[config.mk]
export PLATFORM = sky130hd
export DESIGN_NAME = sr_bank_sequencer
export DESIGN_NICKNAME = d
export VERILOG_FILES = /design/src/rtl/sr_bank_sequencer.sv
export SDC_FILE = /design/constraint.sdc
export NUM_CORES = 1
export LEC_CHECK = 0
export BUFFER_PORTS_ARGS = -buffer_cell sky130_fd_sc_hd__buf_2
export CORE_MARGIN = 2
export CORE_UTILIZATION = 50
export DETAILED_ROUTE_END_ITERATION = 8
export GPL_ROUTABILITY_DRIVEN = 0
export HOLD_SLACK_MARGIN = 0.02
export PLACE_DENSITY = 0.85
export RECOVER_POWER = 50
export SETUP_SLACK_MARGIN = 0.2
export SYNTH_ARGS = -nofsm -noshare
export SYNTH_HDL_FRONTEND = slang
export SYNTH_SLANG_ARGS = --single-unit
[constraint.sdc]
create_clock -name clk -period 4.24 [get_ports clk]
set_input_delay 0.848 -clock clk [delete_from_list [all_inputs] [get_ports clk]]
set_output_delay 0.848 -clock clk [all_outputs]
set_load 0.005 [all_outputs]
[src/rtl/sr_bank_sequencer.sv]
// sr_bank_sequencer: round-robin arbiter for two set/reset requesters. It walks a gated
// SR-latch bank through setup / enable / hold and then reads the bank back to confirm the write.
module sr_bank_sequencer #(
    parameter int W     = 8,
    parameter int PULSE = 2
) (
    input  logic         clk,
    input  logic         rst_n,
    input  logic         req0,
    input  logic         req1,
    input  logic [W-1:0] s_mask0,
    input  logic [W-1:0] s_mask1,
    input  logic [W-1:0] r_mask0,
    input  logic [W-1:0] r_mask1,
    output logic         gnt0,
    output logic         gnt1,
    output logic         err0,
    output logic         err1,
    output logic [W-1:0] latch_s,
    output logic [W-1:0] latch_r,
    output logic         latch_e,
    input  logic [W-1:0] q_in,
    output logic         busy,
    output logic         done,
    output logic         fail
);
    localparam int CW = (PULSE > 1) ? $clog2(PULSE) : 1;

    typedef enum logic [2:0] {IDLE, SETUP, EN, HOLD, CHECK} state_t;

    state_t        state_q, state_d;
    logic [CW-1:0] cnt_q, cnt_d;
    logic          last_q, last_d;
    logic [W-1:0]  s_q, s_d, r_q, r_d;
    logic          gnt0_q, gnt0_d, gnt1_q, gnt1_d;
    logic          err0_q, err0_d, err1_q, err1_d;
    logic [W-1:0]  latch_s_q, latch_s_d, latch_r_q, latch_r_d;
    logic          latch_e_q, latch_e_d, busy_q, busy_d;
    logic          done_q, done_d, fail_q, fail_d;
    logic          inv0, inv1, val0, val1, win0, win1;

    // A request that asks to set and reset the same bit is rejected; last_q=1 favours requester 0.
    assign inv0 = req0 && ((s_mask0 & r_mask0) != '0);
    assign inv1 = req1 && ((s_mask1 & r_mask1) != '0);
    assign val0 = req0 && !inv0;
    assign val1 = req1 && !inv1;
    assign win0 = val0 && (!val1 || last_q);
    assign win1 = val1 && (!val0 || !last_q);

    always_ff @(posedge clk or negedge rst_n) begin
        if (!rst_n) begin
            state_q   <= IDLE;
            cnt_q     <= '0;
            last_q    <= 1'b1;
            s_q       <= '0;
            r_q       <= '0;
            gnt0_q    <= 1'b0;
            gnt1_q    <= 1'b0;
            err0_q    <= 1'b0;
            err1_q    <= 1'b0;
            latch_s_q <= '0;
            latch_r_q <= '0;
            latch_e_q <= 1'b0;
            busy_q    <= 1'b0;
            done_q    <= 1'b0;
            fail_q    <= 1'b0;
        end else begin
            state_q   <= state_d;
            cnt_q     <= cnt_d;
            last_q    <= last_d;
            s_q       <= s_d;
            r_q       <= r_d;
            gnt0_q    <= gnt0_d;
            gnt1_q    <= gnt1_d;
            err0_q    <= err0_d;
            err1_q    <= err1_d;
            latch_s_q <= latch_s_d;
            latch_r_q <= latch_r_d;
            latch_e_q <= latch_e_d;
            busy_q    <= busy_d;
            done_q    <= done_d;
            fail_q    <= fail_d;
        end
    end

    always_comb begin
        state_d = state_q;
        cnt_d   = cnt_q;
        last_d  = last_q;
        s_d     = s_q;
        r_d     = r_q;
        case (state_q)
            IDLE: begin
                if (win0 || win1) begin
                    state_d = SETUP;
                    last_d  = win1;
                    s_d     = win0 ? s_mask0 : s_mask1;
                    r_d     = win0 ? r_mask0 : r_mask1;
                end
            end
            SETUP: begin
                state_d = EN;
                cnt_d   = '0;
            end
            EN: begin
                if (cnt_q == CW'(PULSE - 1)) state_d = HOLD;
                else                         cnt_d   = cnt_q + 1'b1;
            end
            HOLD:    state_d = CHECK;
            CHECK:   state_d = IDLE;
            default: state_d = IDLE;
        endcase
    end

    // Outputs are computed from the next state so that every port comes straight from a flop.
    always_comb begin
        gnt0_d    = (state_q == IDLE) && win0;
        gnt1_d    = (state_q == IDLE) && win1;
        err0_d    = (state_q == IDLE) && inv0;
        err1_d    = (state_q == IDLE) && inv1;
        latch_s_d = '0;
        latch_r_d = '0;
        if (state_d == SETUP || state_d == EN || state_d == HOLD) begin
            latch_s_d = s_d;
            latch_r_d = r_d;
        end
        latch_e_d = (state_d == EN);
        busy_d    = (state_d != IDLE);
        done_d    = (state_q == CHECK);
        fail_d    = (state_q == CHECK) && (((s_q & ~q_in) | (r_q & q_in)) != '0);
    end

    assign gnt0    = gnt0_q;
    assign gnt1    = gnt1_q;
    assign err0    = err0_q;
    assign err1    = err1_q;
    assign latch_s = latch_s_q;
    assign latch_r = latch_r_q;
    assign latch_e = latch_e_q;
    assign busy    = busy_q;
    assign done    = done_q;
    assign fail    = fail_q;

endmodule

After elaboration in Yosys (flattened, before gate mapping)
Cells that the tools add are included.

Register bits after elaboration: 45. Input bits: 44. Logic and storage cells: 70. Output and inout port bits: 24.

Equality and inequality tests: 7. Mux-type cells: 13. Reductions and logical operators: 28. $add $sub $neg: 1. Bitwise logic cells: 6.

Operator list (number): $mux 8 (8); $and 8x8->8 (4); $reduce_bool 8->1 (3); $eq 3x2->1 const B (4); $pmux 3 s4 (1); $logic_and 1x1->1 (11); $not 8->8 (1); $or 8x8->8 (1); $eq 3x1->1 const B (2); $mux 3 (2); $logic_not 1->1 (5); $logic_or 1x1->1 (5); $eq 3x3->1 const B (1); $logic_not 3->1 (1); $reduce_bool 3->1 (1); $pmux 1 s2 (1); $reduce_and 2->1 (1); $reduce_bool 2->1 (1); $add 1x1->1 const B (1); $mux 1 (1).

Longest topological paths before layout
Word-level depth: 15. Mapped depth: 7. Depth with buffers taken out: 5.

Worst setup path after synthesis
Ideal clock, no wire load.

Path kind: input to register. From: input port r_mask1[2]. To: register r_q[0]. Slack: 2.066 ns. Buffers on the path: 2. Data required time: 4.112 ns. Arrival time: 2.045 ns. Stages on the path: 7. Setup time: 0.128 ns. Path through: a22oi_1 > nand4_1 > o311ai_2 > buf_6 > buf_12 > mux2i_1 > mux2i_1.

Longest elaborated chain between the ends: 11. Elaborated cells on any way between the ends: 13. Those cells by class: 3 x mux; 1 x bitwise; 9 x reduce/logical.

Ends and longest elaborated chain: start, declared (RTL line 14) `input logic [W-1:0] r_mask1,`; $and 8x8->8 (*) (RTL line 44) `assign inv1 = req1 && ((s_mask1 & r_mask1) != '0);`; $reduce_bool 8->1 (*) (RTL line 44); $logic_and 1x1->1 (*) (RTL line 44); $logic_not 1->1 (*) (RTL line 46) `assign val1 = req1 && !inv1;`; $logic_and 1x1->1 (*) (RTL line 46); $logic_not 1->1 (RTL line 47) `assign win0 = val0 && (!val1 || last_q);`; $logic_or 1x1->1 (RTL line 47); $logic_and 1x1->1 (RTL line 47); $mux 8 or $logic_or 1x1->1 (tied branches) (RTL line 98, 94); $mux 8 (*) (RTL line 94) `if (win0 || win1) begin`; $mux 8 (*) (RTL line 92) `case (state_q)`; named net r_d[0] (RTL line 34) `logic [W-1:0] s_q, s_d, r_q, r_d;`; end signal, assigned (RTL line 72) `r_q <= r_d;`; end, declared (RTL line 34).

Mark *: on every way through the listed nets, which the timed path passes. The rest lies on a longest branch. A chain may end at the register's enable or synchronous reset.

Worst setup path after layout
From: input port s_mask1[4]. To: register latch_s_q[2], in the netlist latch_s[2].

Longest elaborated chain between the ends: 15. Elaborated cells on any way between the ends: 21. Those cells by class: 3 x eq/ne; 6 x mux; 1 x bitwise; 11 x reduce/logical.

Ends and longest elaborated chain: start, declared (RTL line 12) `input logic [W-1:0] s_mask1,`; $and 8x8->8 (*) (RTL line 44); $reduce_bool 8->1 (*) (RTL line 44); $logic_and 1x1->1 (*) (RTL line 44); $logic_not 1->1 (*) (RTL line 46); $logic_and 1x1->1 (*) (RTL line 46); $logic_not 1->1 (RTL line 47); $logic_or 1x1->1 (RTL line 47); $logic_and 1x1->1 (RTL line 47); $logic_or 1x1->1 (RTL line 94); $mux 3 (RTL line 94); $pmux 3 s4 (RTL line 92); $eq 3x1->1 or $eq 3x2->1 (tied branches) (RTL line 123) `if (state_d == SETUP || state_d == EN || state_d == HOLD) begin`; $logic_or 1x1->1 (2 in series) (RTL line 123); $mux 8 (*) (RTL line 123); named net latch_s_d[2] (RTL line 37) `logic [W-1:0] latch_s_q, latch_s_d, latch_r_q, latch_r_d;`; end signal, assigned (RTL line 77) `latch_s_q <= latch_s_d;`; end, declared (RTL line 37).

Marked as above.

==> impl_metrics.py <==
metrics = {
    "flow_run": {
        "cap_viol_max_count": 1,
    },
    "synth": {
        "ys.flop_type": "dfrtp_1",
        "yosys.cell_types.count": 32,
        "synth-simple-area-share_pct": 9.257,
        "syn_inst": 185,
        "synth_nets": 229,
        "synthAdderAreaFrac_pct": 0,
        "yosysMostFrequentCell": "dfrtp_1",
        "yosys_warnings": 0,
        "synth_largest_area_cell": "dfrtp_1",
        "synth-seq-cells": 45,
        "synth-xor-area-share_pct": 0,
        "syn_area_um2": 2054,
        "synth-compound-area-share_pct": 12.06,
        "ys_top_cells_by_count": "44 x dfrtp_1, 36 x mux2i_1, 22 x nand2_1",
        "synth_area_leaders": "dfrtp_1 54%, mux2i_1 18%, nand2_1 4.0%",
        "avgSynthCellArea_um2": 11.11,
        "synthMuxAreaShare_pct": 17.54,
        "synth_top_cell_area_share_pct": 53.59,
        "synth_edf_count": 0,
        "synth_seq_area_share_pct": 54.87,
        "synth_top_family_by_area": "multiplexers",
        "ys_async_sr_fraction_pct": 100.0,
    },
    "detailed_routing": {
        "drc": 0,
        "drt-total-wl_mm": 4.808,
        "wl_per_cell_um": 15.87,
        "drt_pass1_iterations": 4,
        "via_per_inst": 5.366,
        "ant_nets": 0,
        "initialDrtViolationCount": 176,
        "vias": 1626,
    },
    "worst_hold_path": {
        "hold_path_class": "register to register",
    },
    "sta": {
        "final.period_utilization_pct": 65.10,
        "fin_skew_ns": 0.01203,
        "fin_crit_ns": 2.760,
        "slew_violations": 46,
        "layout_setup_ws_ns": 1.480,
        "rsz0062_at_grt": "false",
        "fin_setup_tns_ns": 0,
        "tightestPinTransition_ns": 2.343,
        "hold_viol": 0,
        "fmax_ghz": 0.3623,
        "slew_headroom_pct": -56.20,
        "setup_violations": 0,
    },
    "worst_setup_path": {
        "path_class": "primary input to register",
        "end_kind": "register",
        "startpoint_type": "primary input",
        "critical_path_arrival_ns": 2.92,
        "crit_required_ns": 4.40,
        "cp_max_fo": 17,
    },
    "finish": {
        "fin_nets": 296,
        "fillerInstances": 314,
        "antenna_cells": 0,
        "drive_gt1_share_pct": 29.25,
        "final_util_pct": 63.86,
        "syn_to_final_growth_pct": 23.45,
    },
    "grt": {
        "antenna_found_initial": 0,
        "track_usage_pct": 23.33,
        "grt_pass1_vias": 1637,
        "grt_first_pass_wirelength_mm": 7.700,
        "grt_overflow": 0,
        "grt_max_degree": 46,
    },
    "power": {
        "cellPowerDensity_nw_per_um2": 621.3,
        "leakagePower_nw": 1.500,
        "ir_drop_uv": 238.5,
        "fin_total_pwr_mw": 1.576,
    },
    "die": {
        "initial_core_util_pct": 51.73,
        "rows": 23,
        "dieArea_um2": 4638,
        "core_um2": 3971,
        "die_h_um": 68.10,
        "ioPinCount": 68,
        "chipWidth_um": 68.10,
    },
    "clocking": {
        "clock_sinks": 45,
        "clk_latency_ns": 0.31,
        "clockRootBuffer": "clkbuf_8",
        "cts_setup_buffers": 0,
        "numCtsBuffers": 5,
        "clkTransAtPathRegs_ns": 0.10,
        "post_cts_resized": 0,
        "cts_tree": "yes",
        "clockBufferDepth": 2,
        "cts-hold-fix-buffers": 0,
        "cts_max_level": 2,
    },
    "place": {
        "place_ws_ns": 1.175,
        "io_buffers": 67,
        "dp.final_hpwl_mm": 3.433,
    },
    "outcome": {
        "status": "complete, but fails checks",
        "violations": "capacitance limit, slew limit",
    },
}
critical path, cell delays in order:
cell      delay (ns)
buf_2           0.11
a22oi_1         0.26
nand4_1         0.26
o311ai_4        0.95
mux2i_1         0.37
o21ai_1         0.12
through the flow:
step	cells	cell area [µm²]	hold slack, ns
detailed placement	295	2409	0.4867
global route	303	2536	0.5482
floorplan	185	2054	0.4556
finish	303	2536	0.5029
global placement	295	2409	0.4687
CTS	303	2546	0.5082
cell type report:
cell class                      instances  area (µm²)  share of cell area [%]
Sequential cell                        45        1127                   44.45
Multi-Input combinational cell        114       808.3                   31.87
Timing Repair Buffer                   68       332.8                   13.12
Clock buffer                            5       68.82                   2.713
Clock inverter                          3       68.82                   2.713
Inverter                               18       67.56                   2.664
Tap cell                               50       62.56                   2.467
layout by cell type (no fill, tap or decap):
cell        n
buf_2      62
dfrtp_1    44
mux2i_1    36
nand2_1    22
inv_1      18
o21ai_1    12
a22oi_1     8
o21ai_0     7
clkbuf_1    6
a21oi_1     5
clkbuf_8    5
nor2_1      4
and3_1      2
nand2b_1    2
o211ai_1    2
bufinv_16   2
nand4_1     1
and4_1      1
o311ai_4    1
nor3_2      1
nor2_4      1
nand3b_1    1
and2_0      1
nor4_1      1
a311oi_1    1
nor2b_1     1
nor3_1      1
o211a_1     1
o2111ai_1   1
o31a_1      1
inv_6       1
dfstp_2     1
kinds of logic after synthesis:
family	after synthesis
simple gates	39
compound gates	39
buf+inv	26
flops	45
mux	36
final timing paths:
kind / startpoint / endpoint / slack (ns) / cells past startpoint
min in group asynchronous: rst_n / cnt_q / 1.23 / 1
worst max register to register: state_q[1] / latch_r[7] / 2.23 / 5
worst min register to register: s_q[3] / latch_s[3] / 0.50 / 2
max in group asynchronous: rst_n / latch_s[7] / 1.67 / 1
worst min-delay path: s_q[3] / latch_s[3] / 0.50 / 2
worst max-delay path: s_mask1[4] / latch_s[2] / 1.48 / 6
registers in the layout (all words and copies together) (netlist names):
signal / count
err1: 1
busy: 1
err0: 1
state_q: 3
latch_s: 8
gnt1: 1
gnt0: 1
r_q: 8
done: 1
latch_r: 8
s_q: 8
latch_e: 1
cnt_q: 1
fail: 1
last_q: 1
per-layer routing:
layer | global-route usage, % | vias to the layer above | share of wire, %
met2 | 38.11 | 62 | 50
met1 | 30.14 | 779 | 42
met4 | 10.00 | 0 | 1.8
met3 | 4.605 | 8 | 5.8
met5 | 0 | - | 0
li1 | - | 777 | -
where the power goes:
group	internal [mW]	switching, mW
clock	0.237	0.158
combinational	0.207	0.260
sequential	0.606	0.107
No activity file was read; power rests on OpenSTA's default activity.
